==> src/rtl/vga_pmod_monitor.sv <==
// Receive-side checker for a TinyVGA PMOD stream: measures line/frame sync
// geometry, computes a per-frame CRC-16-CCITT over pixel colour, and reports lock.
module vga_pmod_monitor #(
    parameter bit SYNC_ACTIVE_LOW = 1'b1,
    parameter int CNT_W           = 12
) (
    input  logic             clk,
    input  logic             rst,
    input  logic             pix_en,
    input  logic [7:0]       pmod,
    output logic [CNT_W-1:0] h_total,
    output logic [CNT_W-1:0] h_sync_len,
    output logic [CNT_W-1:0] v_total,
    output logic [CNT_W-1:0] v_sync_len,
    output logic [15:0]      frame_crc,
    output logic [15:0]      frame_count,
    output logic             frame_done,
    output logic             valid,
    output logic             locked
);
    typedef enum logic {ARMED, MEASURING} state_t;

    localparam logic [CNT_W-1:0] CNT_MAX = '1;
    localparam logic [CNT_W-1:0] CNT_ONE = {{(CNT_W-1){1'b0}}, 1'b1};

    function automatic logic [15:0] crcStep6(input logic [15:0] crcIn, input logic [5:0] data);
        logic [15:0] c;
        logic        fb;
        c = crcIn;
        for (int i = 5; i >= 0; i--) begin
            fb = c[15] ^ data[i];
            c  = {c[14:0], 1'b0} ^ (fb ? 16'h1021 : 16'h0000);
        end
        return c;
    endfunction

    state_t             state_q, state_d;
    logic               hsPrev_q, hsPrev_d, vsPrev_q, vsPrev_d;
    logic [CNT_W-1:0]   hcnt_q, hcnt_d, hw_q, hw_d, vcnt_q, vcnt_d, vw_q, vw_d;
    logic [15:0]        crc_q, crc_d;
    logic [CNT_W-1:0]   hTotal_q, hTotal_d, hSyncLen_q, hSyncLen_d;
    logic [CNT_W-1:0]   vTotal_q, vTotal_d, vSyncLen_q, vSyncLen_d;
    logic [15:0]        frameCrc_q, frameCrc_d, frameCount_q, frameCount_d;
    logic               frameDone_q, frameDone_d, valid_q, valid_d, locked_q, locked_d;
    logic [4*CNT_W-1:0] snap_q, snap_d, geomNow;

    logic       hsNow, vsNow, hsLead, hsTrail, vsLead, vsTrail, measuring;
    logic [5:0] pixel;

    // Sync state is kept as "asserted" flags so polarity only matters here.
    assign hsNow     = SYNC_ACTIVE_LOW ? ~pmod[7] : pmod[7];
    assign vsNow     = SYNC_ACTIVE_LOW ? ~pmod[3] : pmod[3];
    assign hsLead    = hsNow & ~hsPrev_q;
    assign hsTrail   = ~hsNow & hsPrev_q;
    assign vsLead    = vsNow & ~vsPrev_q;
    assign vsTrail   = ~vsNow & vsPrev_q;
    assign measuring = (state_q == MEASURING);
    assign pixel     = {pmod[0], pmod[4], pmod[1], pmod[5], pmod[2], pmod[6]};

    always_comb begin
        state_d      = state_q;
        hsPrev_d     = hsPrev_q;
        vsPrev_d     = vsPrev_q;
        hcnt_d       = hcnt_q;
        hw_d         = hw_q;
        vcnt_d       = vcnt_q;
        vw_d         = vw_q;
        crc_d        = crc_q;
        hTotal_d     = hTotal_q;
        hSyncLen_d   = hSyncLen_q;
        vTotal_d     = vTotal_q;
        vSyncLen_d   = vSyncLen_q;
        frameCrc_d   = frameCrc_q;
        frameCount_d = frameCount_q;
        frameDone_d  = 1'b0;
        valid_d      = valid_q;
        locked_d     = locked_q;
        snap_d       = snap_q;
        geomNow      = '0;

        if (pix_en) begin
            hsPrev_d = hsNow;
            vsPrev_d = vsNow;

            if (hsLead) begin
                hcnt_d = CNT_ONE;
                hw_d   = CNT_ONE;
                if (measuring) hTotal_d = hcnt_q;
                if (vcnt_q != CNT_MAX) vcnt_d = vcnt_q + 1'b1;
                if (vsNow && vw_q != CNT_MAX) vw_d = vw_q + 1'b1;
            end else begin
                if (hcnt_q != CNT_MAX) hcnt_d = hcnt_q + 1'b1;
                if (hsNow && hw_q != CNT_MAX) hw_d = hw_q + 1'b1;
            end

            if (hsTrail && measuring) hSyncLen_d = hw_q;
            if (vsTrail && measuring) vSyncLen_d = vw_q;
            if (!hsNow && !vsNow) crc_d = crcStep6(crc_q, pixel);

            // A coincident hsync edge is counted into the frame that is ending.
            if (vsLead) begin
                vcnt_d = '0;
                vw_d   = hsLead ? CNT_ONE : '0;
                crc_d  = 16'hFFFF;
                if (!measuring) begin
                    state_d = MEASURING;
                    snap_d  = '0;
                    if (!hsLead) begin
                        hcnt_d = '0;
                        hw_d   = '0;
                    end
                end else begin
                    vTotal_d     = (hsLead && vcnt_q != CNT_MAX) ? vcnt_q + 1'b1 : vcnt_q;
                    frameCrc_d   = crc_q;
                    frameCount_d = frameCount_q + 16'd1;
                    valid_d      = 1'b1;
                    frameDone_d  = 1'b1;
                    geomNow      = {hTotal_d, hSyncLen_d, vTotal_d, vSyncLen_d};
                    locked_d     = valid_q && (geomNow == snap_q);
                    snap_d       = geomNow;
                end
            end

            // Saturated line counter means hsync has vanished.
            if (hcnt_d == CNT_MAX) locked_d = 1'b0;
        end
    end

    always_ff @(posedge clk) begin
        if (rst) begin
            state_q      <= ARMED;
            hsPrev_q     <= 1'b0;
            vsPrev_q     <= 1'b0;
            hcnt_q       <= '0;
            hw_q         <= '0;
            vcnt_q       <= '0;
            vw_q         <= '0;
            crc_q        <= 16'hFFFF;
            hTotal_q     <= '0;
            hSyncLen_q   <= '0;
            vTotal_q     <= '0;
            vSyncLen_q   <= '0;
            frameCrc_q   <= '0;
            frameCount_q <= '0;
            frameDone_q  <= 1'b0;
            valid_q      <= 1'b0;
            locked_q     <= 1'b0;
            snap_q       <= '0;
        end else begin
            state_q      <= state_d;
            hsPrev_q     <= hsPrev_d;
            vsPrev_q     <= vsPrev_d;
            hcnt_q       <= hcnt_d;
            hw_q         <= hw_d;
            vcnt_q       <= vcnt_d;
            vw_q         <= vw_d;
            crc_q        <= crc_d;
            hTotal_q     <= hTotal_d;
            hSyncLen_q   <= hSyncLen_d;
            vTotal_q     <= vTotal_d;
            vSyncLen_q   <= vSyncLen_d;
            frameCrc_q   <= frameCrc_d;
            frameCount_q <= frameCount_d;
            frameDone_q  <= frameDone_d;
            valid_q      <= valid_d;
            locked_q     <= locked_d;
            snap_q       <= snap_d;
        end
    end

    assign h_total     = hTotal_q;
    assign h_sync_len  = hSyncLen_q;
    assign v_total     = vTotal_q;
    assign v_sync_len  = vSyncLen_q;
    assign frame_crc   = frameCrc_q;
    assign frame_count = frameCount_q;
    assign frame_done  = frameDone_q;
    assign valid       = valid_q;
    assign locked      = locked_q;

endmodule

==> config.mk <==
export PLATFORM = sky130hd
export DESIGN_NAME = vga_pmod_monitor
export DESIGN_NICKNAME = d
export VERILOG_FILES = /design/src/rtl/vga_pmod_monitor.sv
export SDC_FILE = /design/constraint.sdc
export NUM_CORES = 1
export LEC_CHECK = 0
export ABC_AREA = 1
export CELL_PAD_IN_SITES_DETAIL_PLACEMENT = 1
export CELL_PAD_IN_SITES_GLOBAL_PLACEMENT = 1
export CORE_AREA = 2 2 162 164
export CTS_CLUSTER_SIZE = 20
export DETAILED_ROUTE_END_ITERATION = 10
export DIE_AREA = 0 0 164 166
export DONT_BUFFER_PORTS = 1
export PLACE_DENSITY_LB_ADDON = 0.1
export SYNTH_ARGS = -nofsm -noshare
export SYNTH_HDL_FRONTEND = slang
export SYNTH_SLANG_ARGS = --single-unit
export TNS_END_PERCENT = 50
==> constraint.sdc <==
create_clock -name clk -period 1.9 [get_ports clk]
set_clock_uncertainty 0.2 [all_clocks]
set_input_delay 0.095 -clock clk [delete_from_list [all_inputs] [get_ports clk]]
set_output_delay 0.095 -clock clk [all_outputs]
set_load 0.1 [all_outputs]
After elaboration in Yosys (flattened, before gate mapping)

Cells that the tools add are included.
Widths: inputs -> output; s select.

Output and inout bits: 83
Bits in read-only memories: 0
Latch bits: 0
RAM bits: 0
Input port bits: 11
Memories kept: 0
Word-level logic and storage cells: 110
Bits in registers: 198

Bitwise logic cells: 22
Magnitude comparators: 0
Div/mod/pow operators: 0
Shifts and indexed selects: 0
Mux-type cells: 39
Add/sub/neg operators: 5
Reductions and logical operators: 20
Equal/unequal tests: 6
Multiply operators: 0

Operator list:

| kind                  | count |
|---|---|
| $mux 12               | 25 |
| $xor 16x13->16        | 6 |
| $mux 13               | 6 |
| $add 12x1->12 const B | 4 |
| $eq 48x48->1          | 1 |
| $mux 48               | 1 |
| $ne 12x12->1 const B  | 4 |
| $mux 16               | 2 |
| $add 16x1->16 const B | 1 |
| $eq 12x12->1 const B  | 1 |
| $reduce_and 3->1      | 4 |
| $reduce_bool 2->1     | 6 |
| $logic_and 1x1->1     | 7 |
| $not 1->1             | 6 |
| $xor 1x1->1           | 6 |
| $mux 1                | 5 |
| $and 1x1->1           | 4 |
| $reduce_and 2->1      | 2 |
| $reduce_or 3->1       | 1 |

Depth between registers and ports, before layout

Depth after elaboration: 20
Mapped depth: 15
Gate-level depth less buffers: 15

Worst setup path before layout

OpenSTA, ideal clock, no wires.

Kind: reg-to-reg
Start: register frameCount_q[0] (netlist: frame_count[0])
End: register frameCount_q[14] (netlist: frame_count[14])
Clock period less this slack: 2.676 ns
Stages on the path, launching flop included: 9
Data arrival time: 2.409 ns
Buffers on the path: 0
Setup time: 0.067 ns
Slack: -0.776 ns
Required time: 1.633 ns
Cell sequence: dfxtp_1 -> ha_1 -> inv_1 -> nor4_1 -> nand2_1 -> nor4_2 -> nand4_1 -> xor2_1 -> nor2_1

Longest elaborated chain between the ends: 1

Ends and longest elaborated chain:

| element                | line | text |
|---|---|---|
| from (decl)            | 43   | `logic [15:0] frameCrc_q, frameCrc_d, frameCount_q, frameCount_d;` |
| from (signal assigned) | 163  | `frameCount_q <= frameCount_d;` |
| $add 16x1->16          | 115  | `frameCount_d = frameCount_q + 16'd1;` |

Every way passes these cells.
A chain may end at the register's enable or synchronous reset.

Worst setup path after layout

Start: register hsPrev_q
End: register locked_q (netlist: locked)

Longest elaborated chain between the ends: 10
Elaborated cells between the ends (all ways): 24
Classes of those cells: 2 x eq/ne; 13 x mux; 3 x bitwise; 6 x reduce/logical

Ends and longest elaborated chain:

| element                     | line | text |
|---|---|---|
| from (decl)                 | 38   | `logic hsPrev_q, hsPrev_d, vsPrev_q, vsPrev_d;` |
| from (signal assigned)      | 151  | `hsPrev_q <= hsPrev_d;` |
| $not 1->1                   | 53   | `assign hsLead = hsNow & ~hsPrev_q;` |
| $and 1x1->1                 | 53   |  |
| $mux 12                     | 85   | `if (hsLead) begin` |
| $mux 12                     | 108  | `if (!hsLead) begin` |
| $mux 12                     | 105  | `if (!measuring) begin` |
| $mux 12                     | 101  | `if (vsLead) begin` |
| $mux 12                     | 81   | `if (pix_en) begin` |
| $eq 12x12->1                | 125  | `if (hcnt_d == CNT_MAX) locked_d = 1'b0;` |
| $reduce_bool 2->1 (no line) | -    |  |
| $reduce_and 3->1 (no line)  | -    |  |
| to (signal assigned)        | 166  | `locked_q <= locked_d;` |
| to (decl)                   | 44   | `logic frameDone_q, frameDone_d, valid_q, valid_d, locked_q, locked_d;` |

Parallel ways exist; a longest one is shown, timed or not. The select of a mux whose other input is x is not followed.

==> impl_metrics.env <==
export IMPL_floorplan_die_height_microns=166
export IMPL_clk_insertion_delay_late_ps=460
export IMPL_grt_overflow_total=0
export IMPL_boundaryPins=94
export IMPL_tritoncts_num_sinks=198
export IMPL_final_antenna_net_count=0
export IMPL_wire_per_inst_microns=21.0
export IMPL_rows=59
export IMPL_max_slew_margin_rel=0.661
export IMPL_tritonroute_pass_1_iters=6
export IMPL_netlist_cell_type_count=45
export IMPL_vias=12100
export IMPL_postSynthNetCount=1545
export IMPL_placeableCoreArea_sq_um=25600
export IMPL_hold_path_class="in2reg"
export IMPL_p_int_uw=6910
export IMPL_drv_cap=0
export IMPL_post_route_fraction_of_the_period_consumed_by_the_critical_path=1.32
export IMPL_grt_first_pass_wirelength_mm=62.7
export IMPL_p_clk_frac=0.359
export IMPL_synthesis_area_per_instance_sq_um=6.70
export IMPL_fin_hold_ws_ps=-43.5
export IMPL_initial_utilization=0.400
export IMPL_synthToLayoutAreaGrowth_pct=50.6
export IMPL_pwr_share_seq=0.415
export IMPL_tightest_slew_ps=505
export IMPL_globalRouteTotalUtil=0.291
export IMPL_cts_buffers_inserted=17
export IMPL_buffer_ports_inserted=0
export IMPL_peakVddDrop_mv=0.543
export IMPL_synth_ff_latch_count=198
export IMPL_achievable_frequency_ghz=0.398
export IMPL_cts_clk_slew_worst_paths_ps=80
export IMPL_worstHoldEndpoint="snap_q[45]"
export IMPL_setup_ws_ps=-615
export IMPL_timing_critical_path_fanout_max=5
export IMPL_startpoint_type="flop"
export IMPL_drtIter0Drc=862
export IMPL_die_area_sq_um=27200
export IMPL_combPwrFrac=0.226
export IMPL_power_static_leakage_uw=0.00709
export IMPL_criticalPathCategory="reg2reg"
export IMPL_nNetsFinal=1888
export IMPL_first_global_vias=12100
export IMPL_stdcell_area_sq_um=15400
export IMPL_worst_hold_startpoint="pmod[7]"
export IMPL_setup_reg_to_reg_worst_slack_ps=-620
export IMPL_cts_root_buf="sky130_fd_sc_hd__clkbuf_16"
export IMPL_power_switching_fraction=0.350
export IMPL_worstPathArrival_ps=2690
export IMPL_syn_cell_area_sq_um=10200
export IMPL_drcViolationCount=0
export IMPL_placed_cell_area_sq_um=13000
export IMPL_antenna_found_initial=0
export IMPL_tritoncts="yes"
export IMPL_share_of_final_layout_standard_cells_stronger_than_drive_strength_1=0.376
export IMPL_whs_path_depth=5
export IMPL_rr_worst_depth=14
export IMPL_n_antenna_cell=0
export IMPL_hpwlAfterDp_mm=26.5
export IMPL_fillers=3208
export IMPL_failed_checks="hold timing, setup timing"
export IMPL_critical_path_startpoint="hsPrev_q"
export IMPL_setup_violations=129
export IMPL_pin_count_of_the_biggest_net_entering_global_routing=76
export IMPL_gp_routability_congestion=0.849
export IMPL_run_status="complete, but fails checks"
export IMPL_routed_via_density=5.46
export IMPL_final_hold_violation_count=3
export IMPL_yosys_warnings=0
export IMPL_synth_seq_area_share=0.387
export IMPL_finalPower_uw=10600
export IMPL_p_per_area_nw_per_um2=690
export IMPL_die_w_microns=164
export IMPL_synth_cells=1529
export IMPL_timing_critical_path_required_ps=2080
export IMPL_final_report_max_slew_violation_count=0
export IMPL_final_min_clock_period_ps=2520
export IMPL_r2r_end="locked"
export IMPL_drt_wl_total_mm=46.7
export IMPL_netSwitchingPower_uw=3730
export IMPL_grt_setup_unrepaired="yes"
export IMPL_htree_num_levels=4
export IMPL_preCtsSetupSlack_ps=-479
export IMPL_worstReg2RegStart="hsPrev_q"
export IMPL_cts_max_path_buffers=2
export IMPL_worst_setup_end_kind="flop"
-- layout make-up --
cell class | instances | area [sq um] | share of cell area
inverter | 219 | 853 | 0.0553
timing repair inverter | 1 | 8.76 | 0.000568
multi-input combinational | 1052 | 6110 | 0.396
sequential | 198 | 4070 | 0.264
clock inverter | 15 | 171 | 0.0111
timing repair buffer | 383 | 3360 | 0.218
tap | 335 | 419 | 0.0272
clock buffer | 17 | 425 | 0.0276
-- stage by stage --
| stage | TNS (ps) | utilization | hold slack [ps] | cells |
|---|---|---|---|---|
| floorplan | -226 | - | 113 | 1529 |
| global placement | -6850 | 0.509 | -30.9 | 2124 |
| detailed placement | -10520 | 0.509 | -31.8 | 2124 |
| CTS | -3870 | 0.568 | -176 | 2204 |
| global route | -27730 | 0.602 | 6.54 | 2220 |
| finish | -19700 | 0.602 | -43.5 | 2220 |
-- layout by cell type, fill, tap and decap left out, drive strengths merged --
master	n
a211oi	8
a21o	1
a21oi	87
a22oi	1
a2bb2oi	1
a31oi	5
and2	1
buf	366
clkbuf	18
clkinv	9
clkinvlp	4
dfxtp	198
dlygate4sd3	16
ha	5
inv	222
nand2	444
nand3	147
nand3b	4
nand4	26
nor2	120
nor3	26
nor3b	2
nor4	4
o211a	2
o211ai	24
o21a	3
o21ai	102
o22ai	14
xnor2	12
xnor3	1
xor2	12
-- worst max-delay path: stages, from the launching register on --
cell,delay [ps]
sky130_fd_sc_hd__dfxtp_4,360
sky130_fd_sc_hd__buf_6,130
sky130_fd_sc_hd__nor2_8,160
sky130_fd_sc_hd__buf_12,140
sky130_fd_sc_hd__buf_12,100
sky130_fd_sc_hd__buf_12,110
sky130_fd_sc_hd__buf_6,100
sky130_fd_sc_hd__o211ai_1,200
sky130_fd_sc_hd__nand3_1,220
sky130_fd_sc_hd__nand2_1,130
sky130_fd_sc_hd__inv_1,100
sky130_fd_sc_hd__nand2_1,80
sky130_fd_sc_hd__nor2_2,120
sky130_fd_sc_hd__nand4_1,130
sky130_fd_sc_hd__a21oi_1,170
-- state kept, by name, summed over array words and instances, names as in the netlist --
signal and count:
crc_q 16, h_sync_len 12, hw_q 12, vw_q 12, frame_crc 16, valid 1
locked 1, frame_done 1, hsPrev_q 1, measuring 1, vcnt_q 12, snap_q 48
frame_count 16, v_total 12, hcnt_q 12, v_sync_len 12, vsPrev_q 1, h_total 12
-- worst max path at each step --
stage	cells after the start	endpoint	slack (ps)
finish	14	locked	-620
CTS	15	locked	-380
global route	14	locked	-670
detailed placement	12	locked	-480
floorplan	8	frame_count[14]	-120
global placement	13	locked	-440
-- power groups by stage --
stage	logic, uW	registers (uW)	clock network (uW)
global route	2550	4420	4010
detailed placement	1920	4490	0
floorplan	799	4950	0
finish	2410	4410	3820
CTS	2150	4400	3830
global placement	1870	4480	0
-- synthesized netlist by cell type, drive strengths merged --
| master | n | area share |
|---|---|---|
| nor2 | 120 | 0.051 |
| xnor2 | 12 | 0.010 |
| o21ai | 102 | 0.050 |
| nand3b | 4 | 0.0029 |
| o21a | 3 | 0.0022 |
| xor2 | 12 | 0.010 |
| nand4 | 26 | 0.016 |
| nand2 | 443 | 0.17 |
| nor3b | 2 | 0.0015 |
| ha | 5 | 0.0061 |
| a21o | 1 | 0.00073 |
| nor3 | 26 | 0.015 |
| o211ai | 24 | 0.018 |
| nor4 | 4 | 0.0031 |
| buf | 29 | 0.022 |
| nand3 | 146 | 0.076 |
| a22oi | 1 | 0.00073 |
| a31oi | 5 | 0.0031 |
| o211a | 2 | 0.0020 |
| inv | 217 | 0.080 |
| o22ai | 14 | 0.0086 |
| clkinv | 2 | 0.00098 |
| a21oi | 87 | 0.044 |
| a2bb2oi | 1 | 0.00086 |
| and2 | 1 | 0.00061 |
| xnor3 | 1 | 0.0022 |
| clkbuf | 33 | 0.012 |
| a211oi | 8 | 0.0059 |
| dfxtp | 198 | 0.39 |
-- cell families after synthesis --
logic type / Yosys count / share of synthesized area
buffers and inverters: 281 / 0.114
adders and majority gates: 5 / 0.00611
and+or+nand+nor: 772 / 0.335
xor gates and xnor gates: 25 / 0.0227
DFF: 198 / 0.387
AOI/OAI and AO/OA: 248 / 0.135
-- routing by layer --
| layer | wire [microns] | vias to the layer above | track usage | part of all wire |
|---|---|---|---|---|
| met5 | 0 | - | 0 | 0 |
| met4 | 2040 | 0 | 0.104 | 0.044 |
| met3 | 2030 | 141 | 0.0385 | 0.043 |
| met2 | 24100 | 381 | 0.535 | 0.52 |
| met1 | 18500 | 5988 | 0.340 | 0.40 |
| li1 | - | 5606 | - | - |
-- repair_timing --
item                       in CTS  in global routing
gates cloned                    3                  1
pin swaps                      41                 88
gates resized for setup       126                213
buffers inserted               28                 24
setup endpoints to repair     113                103
hold endpoints to repair      198                  9
hold buffers                   18                  1
Power figures use the tool's default switching activity.
